### config.mk
export PLATFORM = sky130hd
export DESIGN_NAME = fetch_decode_pipe
export DESIGN_NICKNAME = d
export VERILOG_FILES = /design/src/rtl/fetch_decode_pipe.sv
export SDC_FILE = /design/constraint.sdc
export NUM_CORES = 1
export LEC_CHECK = 0
export BUFFER_PORTS_ARGS = -buffer_cell sky130_fd_sc_hd__buf_4
export CAP_MARGIN = 20
export CORE_MARGIN = 1.5
export CORE_UTILIZATION = 45
export DETAILED_ROUTE_END_ITERATION = 8
export HOLD_SLACK_MARGIN = 0.06
export MAX_ROUTING_LAYER = met4
export PLACE_DENSITY = 0.83
export SYNTH_ARGS = -nofsm -noshare
export SYNTH_HDL_FRONTEND = slang
export SYNTH_SLANG_ARGS = --single-unit
### constraint.sdc
create_clock -name clk -period 1.9 [get_ports clk]
set_clock_uncertainty 0.15 [all_clocks]
set_input_delay 0.095 -clock clk [delete_from_list [all_inputs] [get_ports clk]]
set_output_delay 0.095 -clock clk [all_outputs]
set_load 0.02 [all_outputs]
### src/rtl/fetch_decode_pipe.sv
// Fetch stage and IF/ID register for the 16-bit WISC pipeline.
// Optional PC alignment checking is enabled with `define FETCH_ALIGN_CHECK_EN.
module fetch_decode_pipe #(
  parameter logic [15:0] RESET_PC  = 16'h0000,
  parameter logic [15:0] NOP_INSTR = 16'h0800
) (
  input  logic        clk,
  input  logic        rst_n,
  input  logic        stall,
  input  logic        redirect,
  input  logic [15:0] redirect_pc,
  output logic        imem_req,
  output logic [15:0] imem_addr,
  input  logic [15:0] imem_data,
  input  logic        imem_done,
  output logic [15:0] instr_d,
  output logic [15:0] pc_plus2_d,
  output logic        valid_d,
  output logic        halted,
  output logic        err
);

  typedef enum logic [1:0] {S_FETCH, S_HOLD, S_DISCARD, S_HALTED} state_t;

  state_t      state_q, state_d;
  logic [15:0] pc_q, pc_d;
  logic [15:0] ifid_instr_q, ifid_instr_d;
  logic [15:0] ifid_pc2_q, ifid_pc2_d;
  logic        ifid_valid_q, ifid_valid_d;
  logic [15:0] hold_q, hold_d;
  logic        err_q, err_d;

  logic [15:0] pc_eff, pc_next2;
  logic        misalign;

`ifdef FETCH_ALIGN_CHECK_EN
  assign pc_eff   = pc_q;
  assign misalign = pc_q[0];
`else
  logic unused_pc0;
  assign unused_pc0 = pc_q[0];
  assign pc_eff     = {pc_q[15:1], 1'b0};
  assign misalign   = 1'b0;
`endif

  assign pc_next2 = pc_eff + 16'd2;

  // Moore outputs; rst_n gating keeps the request low during reset cycles.
  assign imem_req   = rst_n & (state_q == S_FETCH) & ~misalign;
  assign imem_addr  = pc_eff;
  assign instr_d    = ifid_instr_q;
  assign pc_plus2_d = ifid_pc2_q;
  assign valid_d    = ifid_valid_q;
  assign halted     = (state_q == S_HALTED);
  assign err        = err_q;

  always_comb begin
    state_d      = state_q;
    pc_d         = pc_q;
    ifid_instr_d = ifid_instr_q;
    ifid_pc2_d   = ifid_pc2_q;
    ifid_valid_d = ifid_valid_q;
    hold_d       = hold_q;
    err_d        = err_q;
    if (redirect) begin
      pc_d         = redirect_pc;
      ifid_instr_d = NOP_INSTR;
      ifid_valid_d = 1'b0;
      // An outstanding request whose done has not arrived must be drained.
      if (((state_q == S_FETCH) && !misalign && !imem_done) ||
          ((state_q == S_DISCARD) && !imem_done))
        state_d = S_DISCARD;
      else
        state_d = S_FETCH;
    end else begin
      case (state_q)
        S_FETCH: begin
          if (misalign) begin
            err_d   = 1'b1;
            state_d = S_HALTED;
          end else if (imem_done) begin
            if (!stall) begin
              ifid_instr_d = imem_data;
              ifid_pc2_d   = pc_next2;
              ifid_valid_d = 1'b1;
              pc_d         = pc_next2;
              if (imem_data[15:11] == 5'b00000) state_d = S_HALTED;
            end else begin
              hold_d  = imem_data;
              state_d = S_HOLD;
            end
          end
        end
        S_HOLD: begin
          if (!stall) begin
            ifid_instr_d = hold_q;
            ifid_pc2_d   = pc_next2;
            ifid_valid_d = 1'b1;
            pc_d         = pc_next2;
            state_d      = (hold_q[15:11] == 5'b00000) ? S_HALTED : S_FETCH;
          end
        end
        S_DISCARD: begin
          if (imem_done) state_d = S_FETCH;
        end
        S_HALTED: begin
          if (!stall) begin
            ifid_instr_d = NOP_INSTR;
            ifid_valid_d = 1'b0;
          end
        end
        default: state_d = S_FETCH;
      endcase
    end
  end

  always_ff @(posedge clk) begin
    if (!rst_n) begin
      state_q      <= S_FETCH;
      pc_q         <= RESET_PC;
      ifid_instr_q <= NOP_INSTR;
      ifid_pc2_q   <= 16'h0000;
      ifid_valid_q <= 1'b0;
      hold_q       <= NOP_INSTR;
      err_q        <= 1'b0;
    end else begin
      state_q      <= state_d;
      pc_q         <= pc_d;
      ifid_instr_q <= ifid_instr_d;
      ifid_pc2_q   <= ifid_pc2_d;
      ifid_valid_q <= ifid_valid_d;
      hold_q       <= hold_d;
      err_q        <= err_d;
    end
  end

endmodule
# After elaboration in Yosys (flattened, before gate mapping)
# Index checks and enable logic that the tools add are counted.
# W data, S select, Z words.
[classes] addsub=1 eq_ne=11 mux=25 n_bitwise=3 reduce_logical=18
[op_table] operator="$mux W16" count=9
[op_table] operator="$pmux W16 S2" count=2
[op_table] operator="$pmux W16 S3" count=1
[op_table] operator="$add A16 B2 Y16 const B" count=1
[op_table] operator="$mux W2" count=8
[op_table] operator="$logic_not A5 Y1" count=2
[op_table] operator="$reduce_and A5 Y1" count=2
[op_table] operator="$ne A3 B3 Y1 const B" count=3
[op_table] operator="$ne A2 B2 Y1 const B" count=4
[op_table] operator="$pmux W2 S3" count=1
[op_table] operator="$reduce_and A3 Y1" count=2
[op_table] operator="$reduce_bool A3 Y1" count=2
[op_table] operator="$eq A2 B2 Y1 const B" count=2
[op_table] operator="$ne A4 B3 Y1 const B" count=1
[op_table] operator="$reduce_and A4 Y1" count=1
[op_table] operator="$reduce_bool A4 Y1" count=1
[op_table] operator="$mux W1" count=3
[op_table] operator="$pmux W1 S3" count=1
[op_table] operator="$eq A2 B1 Y1 const B" count=1
[op_table] operator="$logic_and A1 B1 Y1" count=2
[op_table] operator="$logic_not A2 Y1" count=1
[op_table] operator="$not A1 Y1" count=2
[op_table] operator="$reduce_and A2 Y1" count=1
[op_table] operator="$reduce_bool A2 Y1" count=1
[op_table] operator="other kinds (4)" count=4
[totals] ff_bits=67 elab_cells=64

# Logic depth before layout (Yosys ltp)
# Gate-level depths: netlist of run 1.
[depth] depth_word=6 ltp_mapped=8

# Worst setup path before layout of run 1
# Ideal clock, no wire load.
[synth_timing] path_type="reg-to-reg" from="register state_q[1]" to="register pc_q[12]" setup_ns=0.122 arrival_ns=1.749 t_required_ns=1.628 slack_ns=-0.120 stages_incl_launch_ff=7 n_path_buf=0 period_less_slack_ns=2.020 path_cell_list="dfxtp_1 > inv_1 > ha_1 > and2b_1 > nor4_4 > a31oi_1 > o311a_1"
[synth_via] elab_chain_len=3 word_cells_on_any_way=7
[synth_lines] item="start, declared" line_no="25" text="state_t state_q, state_d;"
[synth_lines] item="start signal, assigned" line_no="127" text="state_q <= state_d;"
[synth_lines] item="$eq A2 B1 Y1 or $logic_not A2 Y1 (tied branches)" line_no="76" text="case (state_q)"
[synth_lines] item="$pmux W16 S2, or another cell as far along" line_no="76"
[synth_lines] item="$mux W16 or $reduce_and A2 Y1 (tied branches)"
[synth_lines] item="end signal, assigned" line_no="128" text="pc_q <= pc_d;"
[synth_lines] item="end, declared" line_no="26" text="logic [15:0] pc_q, pc_d;"
# Parallel ways exist; a longest one is shown, timed or not.
# A chain may end at the register's enable or synchronous reset.

# Worst setup path in the final report of run 1
[layout_timing] from="register state_q[0]" to="register pc_q[8]"
# Same word-level chain as after synthesis.

==> impl_metrics.yaml, run 1 <==
die:
  die_h_um: 89.9
  core_sq_um: 7290
  dieArea_sq_um: 8080
  fp-row-count: 31
  die_w_um: 89.9
  start_util_pct: 46.6
  num_io_pins: 89
synth:
  synth_ff_type: "dfxtp_1"
  async_flop_share_pct: 0
  ys_top_cells_by_area: "dfxtp_1 (38%), a21oi_1 (8.5%), o21ai_0 (6.0%)"
  synth_fa_ha_area_share_pct: 2.58
  synth_area_per_cell_sq_um: 8.26
  synth_seq_cells: 65
  synth_top_family_by_area: "simple AND/OR/NAND/NOR gates"
  synth_top_area_share_pct: 38.3
  synth_cell_type_count: 54
  synth_mux_area_share_pct: 1.18
  synthesis.area_sq_um: 3400
  synth_top_area_cell: "dfxtp_1"
  synth_warnings: 0
  synthXorXnorAreaFrac_pct: 3.87
  yosysSeqAreaShare_pct: 38.3
  syn_inst: 411
  yosys.area_share.simple_pct: 25.2
  synth_edf_count: 0
  synth_compound_area_share_pct: 22.2
route:
  detail_route.drc_violations: 0
  drt_iter0_drc: 180
  wl_per_cell_um: 15.6
  first_pass_iters: 5
  routed_wl_mm: 10.3
  vias: 3711
  routed_via_density: 5.63
  postRouteAntennaNets: 0
cts:
  cts-root-buf: "clkbuf_8"
  cts_tree: "yes"
  clkSinkCount: 65
  cts_made_buffers: 9
  h-tree-depth: 3
  insertion_delay_ns: 0.34
  cts_buffer_depth: 2
  cts.clk_slew.worst_paths_ns: 0.07
critical_path:
  cp_data_required_time_ns: 1.98
  crit_path_start: "state_q[0]"
  r2r_end: "pc_q[8]"
  endpoint: "pc_q[8]"
  cp_max_fo: 5
  cp_slowest_stage_delay_ns: 0.41
  end_kind: "flip-flop"
  r2r_start: "state_q[0]"
  critical_path.cell_chain: "inv_4 > ha_4 > and2b_2 > nor4_4 > buf_4 > and4bb_2 > a211oi_2"
  critPathSlowestCell: "nor4_4"
  ff2ff_setup_slack_ns: -0.11
  r2r_cells: 7
  path_class: "reg2reg"
  critPathArrivalTime_ns: 2.09
  startpoint_type: "flip-flop"
run_status:
  status: "complete, but fails checks"
  violations: "setup timing"
hold_path:
  hold_class: "in2reg"
placement:
  placed_area_sq_um: 4280
  dp_hpwl_mm: 6.50
  io_buffers: 84
  place.gp.congestion: 0.895
final_layout:
  nets: 602
  final_cell_area_sq_um: 5060
  area_growth_pct: 49.0
  fillerInstances: 590
  final_cell_mix: "buf_4 (119), dfxtp_1 (61), a21oi_1 (57)"
  drive_above_1_share_pct: 30.4
  antenna_cells: 0
  final_common_cell: "buf_4"
sta:
  worst_slack_ns: -0.107
  rsz0062_at_grt: "true"
  slew_violations: 0
  max_freq_mhz: 498
  setup_violations: 5
  relSlewSlack_pct: 57.4
  fin_crit_sh_pct: 106
  fin_crit_ns: 2.01
  hold_viol: 0
  max_slew.worst_pin.slew_ns: 0.638
global_route:
  grt_overflow: 0
  grtUsageTotal_pct: 25.9
  antenna_found_initial: 0
  grt_pass1_wl_mm: 16.7
  grt_max_degree: 33
  grt_pass1_vias: 3680
pwr:
  total_power_uw: 3530
  p_leak_uw: 0.00202
  peakVddDrop_mv: 0.448
  p_per_area_nw_per_um2: 699
flow_run:
  maxCapViolations: 0
-- synthesized netlist by cell type, types with 5 or more instances --
library cell / count
o21ai_0: 41
ha_1: 7
or3_1: 18
xnor2_1: 9
nand4_1: 5
inv_1: 10
a31oi_1: 8
nand2_1: 35
nor3b_1: 15
xor2_1: 6
buf_4: 5
a211oi_1: 12
clkbuf_1: 19
nand2b_1: 5
a21oi_1: 58
nor2_1: 16
nor3_1: 6
buf_1: 5
nand3_1: 10
dfxtp_1: 65
-- worst max-delay path, delay by kind of cell, from the launching register on --
| family | cells | cell delay (ns) |
|---|---|---|
| AO/OA/AOI/OAI | 1 | 0.05 |
| buffers and inverters | 2 | 0.26 |
| AND/OR/NAND/NOR | 3 | 0.90 |
| flip-flops | 1 | 0.38 |
| adder cells (fa/ha/maj) | 1 | 0.16 |
-- routing by layer --
layer	GRT usage, %	vias to the layer above	share of wire (%)
li1	-	1766	-
met1	29.6	1739	40
met2	45.2	179	50
met3	4.91	27	6.8
met4	9.26	0	2.4
met5	-	-	0
-- where the power goes --
| group | switching [uW] | total (uW) | internal [uW] |
|---|---|---|---|
| registers | 70.6 | 1520 | 1450 |
| clock network | 492 | 1050 | 560 |
| logic | 505 | 967 | 462 |
-- cell families (layout without fill, tap and decap cells) --
family / count (synthesis) / in the layout
AO/OA/AOI/OAI: 133 / 133
AND/OR/NAND/NOR: 139 / 139
other: 1 / 3
adder cells (fa/ha/maj): 7 / 7
multiplexers: 4 / 4
flip-flops: 65 / 65
XOR/XNOR: 15 / 15
buffers and inverters: 47 / 194
-- area by class of cell --
type	count	area (sq um)	share of cell area, %
multi-input combinational	301	1990	39.3
timing repair buffer	170	1430	28.2
sequential	65	1310	25.9
clock buffer	13	169	3.34
tap	99	124	2.45
inverter	11	43.8	0.865
-- per-stage QoR --
| stage | TNS, ns | hold slack (ns) | cells | worst slack [ns] | util [%] |
|---|---|---|---|---|---|
| final | -0.265 | 0.0685 | 659 | -0.107 | 69.4 |
| after floorplan | -0.237 | 0.0692 | 413 | -0.0375 | - |
| after global routing | -1.81 | 0.0777 | 659 | -0.151 | 69.4 |
| after global placement | -0.787 | 0.188 | 594 | -0.0769 | 58.7 |
| after detailed placement | -3.22 | 0.193 | 594 | -0.225 | 58.7 |
| after CTS | -0.104 | 0.000472 | 656 | -0.0281 | 68.1 |
-- worst min path at each step --
stage	slack [ns]	cells past startpoint	start	to
2_1_floorplan	0.07	2	imem_data[11]	hold_q[11]
3_3_place_gp	0.19	3	imem_data[11]	hold_q[11]
3_5_place_dp	0.19	3	imem_data[11]	hold_q[11]
4_1_cts	0.0005	3	redirect	state_q[1]
5_1_grt	0.08	3	redirect	pc_q[10]
6_report	0.07	3	redirect	pc_q[6]
-- registers in the layout, indices dropped and copies added (netlist names) --
signal and cells:
hold_q 16, pc_q 15, instr_d 16, pc_plus2_d 15
state_q 2, valid_d 1
-- what timing repair did --
item	4_1_cts	5_1_grt
gates resized for setup	6	16
hold buffers	46	2
endpoints found under the hold margin	41	3
buffers inserted	3	2
pin swaps	5	11
setup endpoints to repair	22	31
(Power assumes the default switching activity.)
==> run 2: changes to the inputs <==
--- a/config.mk
+++ b/config.mk
@@ -7,3 +7,3 @@
 export LEC_CHECK = 0
-export BUFFER_PORTS_ARGS = -buffer_cell sky130_fd_sc_hd__buf_4
+export BUFFER_PORTS_ARGS = -buffer_cell sky130_fd_sc_hd__buf_2
 export CAP_MARGIN = 20
--- a/constraint.sdc
+++ b/constraint.sdc
@@ -4,2 +4,2 @@
 set_output_delay 0.095 -clock clk [all_outputs]
-set_load 0.02 [all_outputs]
+set_load 0.05 [all_outputs]
==> run 2 against run 1 <==
Effect of this change: the flow still finishes with violations (setup timing); sequential share of layout area barely moved; global-route usage fell by 1.3 points; power rose by 20%; combinational power rose by 26%; flip-flop and latch count did not move; maximum frequency rose by 4.9%; final cell count fell by 0.76%; core utilization rose by 1.4 points; critical path depth rose by 1; sequential power barely moved; setup slack improved by 0.093 ns; first-iteration DRC count fell by 28%; critical path type unchanged.
==> impl_metrics.yaml, run 2 (synthesized netlist as in run 1, its figures left out) <==
die:
  die_w_um: 89.9
  num_io_pins: 89
  fp-row-count: 31
  core_sq_um: 7290
  dieArea_sq_um: 8080
  die_h_um: 89.9
  start_util_pct: 46.6
placement:
  placed_area_sq_um: 4110
  place.gp.congestion: 0.863
  io_buffers: 84
  dp_hpwl_mm: 6.28
  dp_cells: 595
critical_path:
  path_class: "reg2reg"
  critical_path.cell_chain: "inv_4 > ha_4 > buf_6 > nor3_4 > buf_12 > a21oi_4 > or3_1 > a21oi_1"
  r2r_start: "state_q[1]"
  cp_data_required_time_ns: 2.03
  cp_max_fo: 6
  r2r_end: "instr_d[9]"
  ff2ff_setup_slack_ns: -0.01
  cp_top_family: "simple AND/OR/NAND/NOR gates"
  cp_num_buf_inv: 3
  cp_slowest_stage_delay_ns: 0.39
  critPathSlowestCell: "or3_1"
  startpoint_type: "flip-flop"
  end_kind: "flip-flop"
  critPathArrivalTime_ns: 2.05
  r2r_cells: 8
sta:
  slew_violations: 0
  worst_slack_ns: -0.0142
  holdWs_ns: 0.190
  setup_violations: 4
  hold_viol: 0
  tns_ns: -0.0365
  fin_crit_ns: 1.91
  rsz0062_at_grt: "true"
  max_freq_mhz: 522
  fin_crit_sh_pct: 101
final_layout:
  final_common_cell: "buf_2"
  nets: 594
  fin_cells: 654
  drive_above_1_share_pct: 39.1
  final_cell_area_sq_um: 5160
  final_cell_mix: "buf_2 (84), a21oi_1 (54), dfxtp_1 (52)"
  multiInputGateArea_sq_um: 2240
  ff_latch_area_sq_um: 1340
  antenna_cells: 0
  fillerInstances: 560
  area_growth_pct: 52.1
cts:
  cts_tree: "yes"
  cts.clk_slew.worst_paths_ns: 0.08
  cts-root-buf: "clkbuf_8"
  h-tree-depth: 3
  clkSinkCount: 65
  insertion_delay_ns: 0.35
  cts_buffer_depth: 2
  cts_made_buffers: 9
run_status:
  violations: "setup timing"
  status: "complete, but fails checks"
pwr:
  p_leak_uw: 0.00207
  peakVddDrop_mv: 0.473
  total_power_uw: 4240
  p_per_area_nw_per_um2: 821
global_route:
  grt_pass1_vias: 3491
  grt_max_degree: 33
  grt_pass1_wl_mm: 15.8
  grt_overflow: 0
  antenna_found_initial: 0
  grtUsageTotal_pct: 24.6
route:
  detail_route.drc_violations: 0
  routed_via_density: 5.66
  vias: 3701
  first_pass_iters: 5
  drt_iter0_drc: 129
  routed_wl_mm: 10.8
  wl_per_cell_um: 16.5
  postRouteAntennaNets: 0
hold_path:
  hold_class: "in2reg"
  min_path_cells: 5
  hp-start: "stall"
  worst_hold_path.endpoint: "valid_d"
flow_run:
  maxCapViolations: 0
==> run 2: changes by cell type in the layout (fill, tap and decap cells not counted), moves of 6 or more <==
cell           before  now
buf_2               0   84
buf_4             119   28
buf_6               1    9
dfxtp_1            61   52
dfxtp_4             1    7
dlygate4sd3_1      48   33
nor3b_1            14    3
nor3b_2             1   10
o21ai_0            40   31
o21ai_1             1    9
==> run 2: layout make-up <==
class / count / area share [%]
Multi-Input combinational cell: 304 / 43.5
Sequential cell: 65 / 25.9
Timing Repair Buffer: 159 / 22.5
Clock buffer: 10 / 2.67
Tap cell: 99 / 2.40
Clock inverter: 6 / 2.20
Inverter: 11 / 0.897
==> run 2: what timing repair did <==
| action | CTS | global route |
|---|---|---|
| endpoints found under the hold margin | 35 | 0 |
| endpoints found under the setup margin | 32 | 43 |
| hold buffers | 33 | 0 |
| cloned | 0 | 3 |
| resized for setup | 11 | 75 |
| buffers inserted | 0 | 7 |
| pin swaps | 1 | 31 |
==> run 2: power by group <==
part	internal (uW)	switching [uW]
Clock	913	583
Combinational	484	735
Sequential	1440	78.4
Total	2840	1400
==> run 2: stage by stage <==
| step | setup WS [ns] | utilization, % |
|---|---|---|
| finish | -0.0142 | 70.8 |
| global route | -0.0752 | 70.8 |
| CTS | -0.0239 | 65.1 |
| detailed placement | -0.124 | 56.3 |
| global placement | -0.0299 | 56.3 |
| floorplan | 0.00983 | - |
==> run 2: tightest hold or removal path, delay by kind of cell <==
family / cells / cell delay [ns]
compound gates: 2 / 0.15
simple gates: 1 / 0.08
buf+inv: 2 / 0.32
==> run 2: worst max path at each step <==
stage / start / endpoint / slack [ns] / cells past startpoint
final: state_q[1] / instr_d[9] / -0.01 / 8
after global routing: state_q[1] / pc_plus2_d[1] / -0.08 / 9
after global placement: state_q[1] / pc_q[12] / -0.03 / 8
after CTS: state_q[1] / pc_plus2_d[7] / -0.02 / 9
after floorplan: state_q[1] / pc_q[12] / 0.01 / 6
after detailed placement: state_q[1] / state_q[0] / -0.12 / 7
==> run 2: layer usage <==
layer	share of wire [%]	wire length (um)	track usage, %
met5	0	0	-
met2	51	5550	42.8
met4	1.6	178	8.33
met3	7.9	854	5.50
met1	39	4230	27.8
==> run 3: changes to the inputs <==
Settings changed: PLACE_DENSITY 0.83 to 0.69.
==> run 3 against run 2 <==
Effect of this change: the flow still finishes with violations (setup timing); clock power decreased by 32%; critical path type unchanged; flip-flop and latch count unchanged; hold slack got worse by 0.033 ns; power decreased by 13%; setup slack got worse by 0.044 ns; non-clock buffer count increased by 8; via count decreased by 2.6%; sequential share of layout area increased by 0.58 points; critical endpoint is now pc_q[10]; die area unchanged.
==> impl_metrics.yaml, run 3 (synthesized netlist as in run 1, its figures left out) <==
cts:
  cts.clk_slew.worst_paths_ns: 0.07
  cts_buffer_depth: 2
  cts-root-buf: "clkbuf_8"
  cts_tree: "yes"
  h-tree-depth: 3
  insertion_delay_ns: 0.34
  clkSinkCount: 65
  cts_made_buffers: 9
global_route:
  grt_pass1_wl_mm: 15.7
  grt_overflow: 0
  grtUsageTotal_pct: 24.5
  grt_max_degree: 33
  grt_pass1_vias: 3325
  antenna_found_initial: 0
final_layout:
  final_cell_mix: "buf_2 (84), a21oi_1 (55), dfxtp_1 (52)"
  fin_util_pct: 69.3
  antenna_cells: 0
  drive_above_1_share_pct: 38.4
  nets: 600
  fin_cells: 659
  final_common_cell: "buf_2"
  area_growth_pct: 48.7
critical_path:
  critPathArrivalTime_ns: 2.03
  path_class: "reg2reg"
  startpoint_type: "flip-flop"
  end_kind: "flip-flop"
  cp_slowest_stage_delay_ns: 0.36
  critPathSlowestCell: "dfxtp_4"
  crit_top_cell: "buf_6"
  ff2ff_setup_slack_ns: -0.06
  r2r_start: "state_q[1]"
  cp_max_fo: 7
  r2r_cells: 10
  r2r_end: "pc_q[10]"
  cp_data_required_time_ns: 1.97
  critical_path.cell_chain: "inv_6 > ha_4 > buf_6 > buf_12 > nor2_4 > nor4_4 > buf_6 > buf_4 > nor4b_2 > nor3_1"
route:
  wl_per_cell_um: 15.1
  detail_route.drc_violations: 0
  first_pass_iters: 5
  highest_layer: "met4"
  vias: 3606
  postRouteAntennaNets: 0
  routed_wl_mm: 9.95
  wl_met3_um: 527
  wl_met2_mm: 4.89
  wl_met1_mm: 4.35
  routed_via_density: 5.47
  drt_iter0_drc: 166
run_status:
  status: "complete, but fails checks"
  violations: "setup timing"
placement:
  io_buffers: 84
  dp_cells: 601
  place_ws_ns: -0.235
  place.gp.congestion: 0.915
  dp_hpwl_mm: 6.27
sta:
  setup_violations: 4
  holdWs_ns: 0.157
  worst_slack_ns: -0.0578
  max_freq_mhz: 511
  hold_viol: 0
  fin_crit_sh_pct: 103
  slew_violations: 0
  rsz0062_at_grt: "true"
  fin_crit_ns: 1.96
flow_run:
  maxCapViolations: 0
pwr:
  peakVddDrop_mv: 0.360
  total_power_uw: 3690
  p_leak_uw: 0.00203
  p_per_area_nw_per_um2: 732
hold_path:
  worst_hold_path.endpoint: "state_q[1]"
  min_path_cells: 4
  hp-start: "imem_done"
  hold_class: "in2reg"
die:
  die_w_um: 89.9
  core_sq_um: 7290
  die_h_um: 89.9
  start_util_pct: 46.6
  fp-row-count: 31
  dieArea_sq_um: 8080
  num_io_pins: 89
==> run 3: power breakdown <==
group          switching, uW  internal, uW
clock                    517           499
combinational            713           455
sequential              64.9          1440
total                   1290          2400
==> run 3: area by class of cell <==
cell class                 instances  area [sq um]
fill                             591          2240
multi-input combinational        302          2190
sequential                        65          1340
timing repair buffer             167          1200
clock buffer                      12           145
tap                               99           124
inverter                          11          46.3
clock inverter                     3          16.3
==> run 3: stage by stage <==
stage | setup TNS (ns) | cell area [sq um]
CTS | -0.0885 | 4790
floorplan | 0 | 3470
finish | -0.166 | 5050
detailed placement | -2.29 | 4170
global route | -1.09 | 5050
global placement | -1.12 | 4170
==> run 3: worst max path at each step <==
| stage | start | end | slack [ns] | depth (start not counted) |
|---|---|---|---|---|
| floorplan | state_q[1] | pc_q[12] | 0.01 | 6 |
| global placement | state_q[1] | instr_d[6] | -0.14 | 7 |
| detailed placement | state_q[1] | instr_d[7] | -0.24 | 7 |
| CTS | state_q[1] | state_q[0] | -0.04 | 7 |
| global route | state_q[1] | pc_q[10] | -0.12 | 10 |
| finish | state_q[1] | pc_q[10] | -0.06 | 10 |
==> run 3: per-layer routing <==
metal  vias up  global-route usage [%]
met5         -                       -
met4         0                    10.6
met3        16                    4.40
met2       136                    40.4
met1      1677                    29.5
li1       1777                       -
==> run 3: worst max-delay path: cells and delay by family, from the launching register on <==
kind,cells,cell delay (ns)
flip-flops,1,0.36
AND/OR/NAND/NOR,4,0.60
buffers and inverters,5,0.57
adder cells (fa/ha/maj),1,0.15
==> run 3: what timing repair did <==
action	CTS	global route
endpoints found under the setup margin	31	44
endpoints found under the hold margin	32	0
gates cloned	0	1
setup buffers	4	5
resized for setup	18	40
pin swaps	9	19
hold buffers	34	0
